`src/rtl/abortable_timer_bank_if.sv`:
```
// ---------------------------------------------------------------------------
// abortable_timer_bank_if
//   Bundles the control and status signals of abortable_timer_bank.
//   The master (sequencing controller) drives start/abort/delay and reads the
//   status. The slave (the timer bank) does the reverse.
//
//   Signals:
//     start       NCH        per-channel start request
//     abort       NCH        per-channel cancel request
//     abort_all   1          cancel every channel (only with ATB_ABORT_ALL_EN)
//     delay       NCH*CW     channel i delay in bits [i*CW +: CW]
//     busy        NCH        channel i is running
//     done        NCH        one-cycle pulse, channel expired normally
//     aborted     NCH        one-cycle pulse, channel cancelled while running
//     active_cnt  clog2(NCH+1) number of running channels
//
//   Optional feature macro: ATB_ABORT_ALL_EN (adds abort_all).
// ---------------------------------------------------------------------------
interface abortable_timer_bank_if #(
    parameter int NCH = 4,
    parameter int CW  = 8
);
    logic [NCH-1:0]              start;
    logic [NCH-1:0]              abort;
`ifdef ATB_ABORT_ALL_EN
    logic                        abort_all;
`endif
    logic [NCH*CW-1:0]           delay;
    logic [NCH-1:0]              busy;
    logic [NCH-1:0]              done;
    logic [NCH-1:0]              aborted;
    logic [$clog2(NCH+1)-1:0]    active_cnt;

`ifdef ATB_ABORT_ALL_EN
    modport master (output start, abort, abort_all, delay,
                    input  busy, done, aborted, active_cnt);
    modport slave  (input  start, abort, abort_all, delay,
                    output busy, done, aborted, active_cnt);
`else
    modport master (output start, abort, delay,
                    input  busy, done, aborted, active_cnt);
    modport slave  (input  start, abort, delay,
                    output busy, done, aborted, active_cnt);
`endif
endinterface

```
`src/rtl/abortable_timer_bank.sv`:
```
// ---------------------------------------------------------------------------
// abortable_timer_bank
//   Bank of NCH independent countdown timers. Each channel can be started,
//   retriggered and cancelled. A cancelled channel never produces done.
//
//   Ports:
//     clk    rising-edge clock
//     rst_n  asynchronous active-low reset
//     bus    abortable_timer_bank_if.slave (start/abort/delay in,
//            busy/done/aborted/active_cnt out, all outputs registered)
//
//   Parameters: NCH (1..32) channels, CW counter/delay width.
//   Optional feature macro: ATB_ABORT_ALL_EN adds bus.abort_all, which acts
//   as abort on every channel in the same cycle.
// ---------------------------------------------------------------------------
module abortable_timer_bank #(
    parameter int NCH = 4,
    parameter int CW  = 8
) (
    input  logic                   clk,
    input  logic                   rst_n,
    abortable_timer_bank_if.slave  bus
);
    localparam int AW = $clog2(NCH + 1);

    typedef enum logic {
        IDLE = 1'b0,
        RUN  = 1'b1
    } state_t;

    logic [NCH-1:0] abort_eff;
    logic [NCH-1:0] busy_next;
    logic [NCH-1:0] done_next;
    logic [NCH-1:0] aborted_next;
    logic [NCH-1:0] busy_reg;
    logic [NCH-1:0] done_reg;
    logic [NCH-1:0] aborted_reg;
    logic [AW-1:0]  active_cnt_reg;
    logic [AW-1:0]  active_cnt_next;

`ifdef ATB_ABORT_ALL_EN
    assign abort_eff = bus.abort | {NCH{bus.abort_all}};
`else
    assign abort_eff = bus.abort;
`endif

    generate
        for (genvar gi = 0; gi < NCH; gi++) begin : g_ch
            state_t         state_reg;
            state_t         state_next;
            logic [CW-1:0]  cnt_reg;
            logic [CW-1:0]  cnt_next;
            logic [CW-1:0]  delay_ch;
            logic           done_ch;
            logic           aborted_ch;

            assign delay_ch = bus.delay[gi*CW +: CW];

            always_ff @(posedge clk or negedge rst_n) begin
                if (!rst_n) begin
                    state_reg <= IDLE;
                    cnt_reg   <= '0;
                end else begin
                    state_reg <= state_next;
                    cnt_reg   <= cnt_next;
                end
            end

            // Abort always beats start, in both states; in RUN it also beats
            // expiry so an abort on the last edge reports aborted, not done.
            always_comb begin
                state_next = state_reg;
                cnt_next   = cnt_reg;
                done_ch    = 1'b0;
                aborted_ch = 1'b0;
                case (state_reg)
                    IDLE: begin
                        if (bus.start[gi] && !abort_eff[gi]) begin
                            state_next = RUN;
                            cnt_next   = delay_ch;
                        end
                    end
                    RUN: begin
                        if (abort_eff[gi]) begin
                            state_next = IDLE;
                            aborted_ch = 1'b1;
                        end else if (bus.start[gi]) begin
                            cnt_next   = delay_ch;
                        end else if (cnt_reg == '0) begin
                            state_next = IDLE;
                            done_ch    = 1'b1;
                        end else begin
                            cnt_next   = cnt_reg - 1'b1;
                        end
                    end
                    default: begin
                        state_next = IDLE;
                    end
                endcase
            end

            assign busy_next[gi]    = (state_next == RUN);
            assign done_next[gi]    = done_ch;
            assign aborted_next[gi] = aborted_ch;
        end
    endgenerate

    // Popcount of the next busy vector so active_cnt lines up with busy.
    always_comb begin
        active_cnt_next = '0;
        for (int i = 0; i < NCH; i++) begin
            active_cnt_next = active_cnt_next + AW'(busy_next[i]);
        end
    end

    always_ff @(posedge clk or negedge rst_n) begin
        if (!rst_n) begin
            busy_reg       <= '0;
            done_reg       <= '0;
            aborted_reg    <= '0;
            active_cnt_reg <= '0;
        end else begin
            busy_reg       <= busy_next;
            done_reg       <= done_next;
            aborted_reg    <= aborted_next;
            active_cnt_reg <= active_cnt_next;
        end
    end

    assign bus.busy       = busy_reg;
    assign bus.done       = done_reg;
    assign bus.aborted    = aborted_reg;
    assign bus.active_cnt = active_cnt_reg;

endmodule

```
`src/flat_wrapper.sv`:
```
// flat-port wrapper written by rule: the top's interface ports become plain ports
module abortable_timer_bank_flat 
#(
    parameter int NCH = 4,
    parameter int CW  = 8
)
  (clk, rst_n, bus_start, bus_abort, bus_delay, bus_busy, bus_done, bus_aborted, bus_active_cnt);
  abortable_timer_bank_if #(.NCH(NCH), .CW(CW)) bus_i ();
  input  logic clk;
  input  logic rst_n;
  input wire logic [$bits(bus_i.start)-1:0] bus_start;
  input wire logic [$bits(bus_i.abort)-1:0] bus_abort;
  input wire logic [$bits(bus_i.delay)-1:0] bus_delay;
  output wire logic [$bits(bus_i.busy)-1:0] bus_busy;
  output wire logic [$bits(bus_i.done)-1:0] bus_done;
  output wire logic [$bits(bus_i.aborted)-1:0] bus_aborted;
  output wire logic [$bits(bus_i.active_cnt)-1:0] bus_active_cnt;
  assign bus_i.start = bus_start;
  assign bus_i.abort = bus_abort;
  assign bus_i.delay = bus_delay;
  assign bus_busy = bus_i.busy;
  assign bus_done = bus_i.done;
  assign bus_aborted = bus_i.aborted;
  assign bus_active_cnt = bus_i.active_cnt;
  abortable_timer_bank #(.NCH(NCH), .CW(CW)) u_core (.clk(clk), .rst_n(rst_n), .bus(bus_i));
endmodule
```
`config.mk`:
```
export PLATFORM = sky130hd
export DESIGN_NAME = abortable_timer_bank_flat
export DESIGN_NICKNAME = d
export VERILOG_FILES = /design/src/rtl/abortable_timer_bank_if.sv /design/src/rtl/abortable_timer_bank.sv /design/src/flat_wrapper.sv
export SDC_FILE = /design/constraint.sdc
export NUM_CORES = 1
export LEC_CHECK = 0
export CORE_UTILIZATION = 46
export DETAILED_ROUTE_END_ITERATION = 7
export PLACE_DENSITY_LB_ADDON = 0.12
export SYNTH_ARGS = -nofsm -noshare
export SYNTH_HDL_FRONTEND = slang
export SYNTH_SLANG_ARGS = --single-unit
```
`constraint.sdc`:
```
create_clock -name clk -period 2.5 [get_ports clk]
set_input_delay 0.625 -clock clk [delete_from_list [all_inputs] [get_ports clk]]
set_output_delay 0.625 -clock clk [all_outputs]
set_load 0.05 [all_outputs]
```
==> run metrics <==
CTS resizes=0; Vias/cell=5.58; Synth Flop Type=dfrtp_1; pin count of the biggest net entering global routing=26; Logic pwr share=between 20% and 30%; met3 wire len=about 320 um; DR iter-0 viols=110; share of layout cells above drive strength 1=12.8%; Crit path arrival time=approximately 2.5 ns; Antenna Diode Count=0; Root Buffer=clkbuf_8; die area=just under 6000 sq um; Final Slew Violations=0; maximum clock rate=0.441 GHz; antenna violations before repair=0; RSZ-0062 raised after global routing=false; nets=just over 400; Tot GR Track Use=about a fifth; wire length on met2=between 2 and 3 mm; Highest Signal Layer=met4; Final Util=approximately two thirds; post-synthesis mux area share=between 1 and 1.5%; htree depth=2; pre-CTS WS=-0.224 ns; crit path launch type=flip-flop; wire length on met1=2.73 mm; top cells by area, synth=dfrtp_1, o21ai_0, a21oi_1, nor2_1, ha_1; CP required=roughly 2.7 ns; Compound-Gate Fraction of Synth Area=between 20% and 30%; Crit Path Class=reg -> reg; P&R area growth vs syn=34.5%; Worst slew margin=58.3%; wire per inst=13.6 um; FF-to-FF path depth=10; run status=complete, no violations; Remaining DRCs=0; clock share of power=around a quarter; Post-synth ARST share=100%; Final GP Congestion=0.848; VDD IR-drop max=roughly 0.31 mV; Post-DP HPWL=4.29 mm; Seq pwr share=a little under half; port bufs=56; Post-Synth Adder-Cell Area=approximately 3.7%; Hold WC Path Type=in -> async; Synth Area in Simple Gates=20.0%; Clock Sinks=47; unique cell type count in the Yosys netlist=52; area of the mapped netlist=around 2600 sq um; sw frac=between 30% and 40%; final clock skew=0.00599 ns; I/O pin count=57; clk slew on worst S/H paths=~0.09 ns; Sw Pwr=roughly 0.0007 W; global-route wire length before repair=around 10 mm; Setup WS post-layout=about 0.23 ns; cell taking the most area after synthesis=dfrtp_1; Synthesized Nets=~330; Leak Pwr=1.49 nW; core area=approximately 5300 sq um; Period minus WS final=roughly 2.3 ns; Die W=76.9 um; detailed-router iteration count before antenna repair=5; Cell Rows=26; Internal Pwr Total=approximately 0.0015 W; EDFF count, synth=0; clk buf depth=2; Synth top area share=between 40% and 50%; main combinational cell family by area after synthesis=compound AO/OA/AOI/OAI gates; CP endpoint kind=flip-flop; Die Y-Extent=about 77 um; Slew @ Worst Pin=between 0.6 and 0.7 ns; Post-Synthesis Cells=approximately 280; Mean Syn Cell Area=between 9 and 10 sq um; hold_buf cts=0; global route overflow=0; Fin Setup TNS=0 ns; Post-Route WL=between 5 and 6 mm; Yosys warning count=0; endpoints failing setup=0; Initial Util=between 40% and 50%; ANT nets after route=0; Worst-Skew Late Latency=~0.30 ns; vias in the first global route=2182; max FFs per register=32; Maximum Capacitance Violations=0; Yosys reg bits=47; final std cells w/o fill=roughly 430; cell area power density=630 nW/um^2; Inst Count DP=approximately 420; Seq/Total Area, Yosys=a little under half; TritonCTS Buffers=5; part of the cycle the worst path needs=90.6%; final-report hold violation count=0; postcts setup bufs=0; post-synthesis xor/xnor area fraction=0%; CTS tree=done; CP Max Fanout=4; via count=approximately 2.4k
-- area by class of cell --
class | count | area, sq um
Fill cell | 456 | 1790
Multi-Input combinational cell | 204 | 1270
Sequential cell | 47 | 1180
Timing Repair Buffer | 80 | 751
Tap cell | 70 | 87.6
Clock buffer | 6 | 82.6
Inverter | 20 | 75.1
Clock inverter | 2 | 35.0
-- power by group through the flow --
stage                     sequential, W  combinational, W  clock, W
after global placement          0.00100          0.000596         0
after CTS                      0.000995          0.000611  0.000614
after floorplan                 0.00103          0.000337         0
after global routing            0.00102          0.000674  0.000636
final                          0.000998          0.000607  0.000586
after detailed placement        0.00101          0.000607         0
-- worst max-delay path, cell delays in order, from the launching register on --
cell      delay (ns)
dfrtp_1         0.39
inv_1           0.10
ha_1            0.22
and4bb_2        0.25
a31o_2          0.16
inv_1           0.06
ha_1            0.27
inv_1           0.05
fa_1            0.37
inv_1           0.07
ha_1            0.21
-- layer usage --
metal  up-vias  track usage, %
li1       1180               -
met1      1128            29.3
met2        80            33.4
met3         5            5.12
met4         0            5.19
met5         -               0
-- layout by cell type (no fill, tap or decap), drive strengths merged, types with 3 or more instances in the layout --
cell type / Yosys / final
a32oi: 3 / 3
dfrtp: 47 / 47
nor3: 11 / 11
a21oi: 23 / 23
a31oi: 4 / 4
and2: 4 / 4
ha: 6 / 6
a22oi: 5 / 5
o22ai: 4 / 4
nand2: 16 / 16
nor4: 6 / 6
a31o: 5 / 5
nor2b: 8 / 8
inv: 20 / 20
o21ai: 30 / 30
nand3: 7 / 7
buf: 6 / 25
clkdlybuf4s50: 0 / 54
nor3b: 4 / 4
a211oi: 5 / 5
nor2: 25 / 25
clkbuf: 6 / 6
nand2b: 8 / 8
mux2i: 3 / 3
-- logic make-up (layout without fill, tap and decap cells) --
| group | Yosys count | in the layout |
|---|---|---|
| DFF | 47 | 47 |
| muxes | 3 | 3 |
| buffers and inverters | 32 | 108 |
| adders and majority gates | 7 | 7 |
| AOI/OAI and AO/OA | 97 | 97 |
| and+or+nand+nor | 97 | 97 |
-- metrics by stage --
step           hold WS, ns  power, W  area [sq um]
2_1_floorplan        0.329   0.00136          2590
3_3_place_gp         0.491   0.00160          3360
3_5_place_dp         0.505   0.00161          3360
4_1_cts              0.308   0.00222          3470
5_1_grt              0.327   0.00233          3480
6_report             0.300   0.00219          3480
-- path summary, 6_finish.rpt --
check	startpoint	end	slack, ns
min	rst_n	u_core.g_ch[3].cnt_reg[5]	0.30
max reg2reg	u_core.g_ch[0].cnt_reg[0]	u_core.bus.active_cnt[1]	0.23
min reg2reg	u_core.g_ch[0].cnt_reg[1]	u_core.g_ch[0].cnt_reg[1]	0.53
min in group clk	u_core.g_ch[0].cnt_reg[1]	u_core.g_ch[0].cnt_reg[1]	0.53
max in group asynchronous	rst_n	u_core.g_ch[1].cnt_reg[1]	1.68
max	u_core.g_ch[0].cnt_reg[0]	u_core.bus.active_cnt[1]	0.23
-- cell usage after synthesis (2+ instances only) --
master,instances
ha_1,6
clkbuf_1,6
o21ai_0,30
a22oi_1,5
a311oi_1,2
nor3_1,11
a211oi_1,5
nand2b_1,8
mux2i_1,3
nand2_1,15
a31o_2,5
o22ai_1,4
a21oi_1,23
nor2b_1,8
and2_1,4
nand3_1,7
dfrtp_1,47
inv_1,20
a32oi_1,3
buf_4,4
nor2_1,24
o21bai_1,2
a21boi_0,2
nor3b_1,3
a31oi_1,4
nor4_1,6
(Power assumes the default switching activity.)
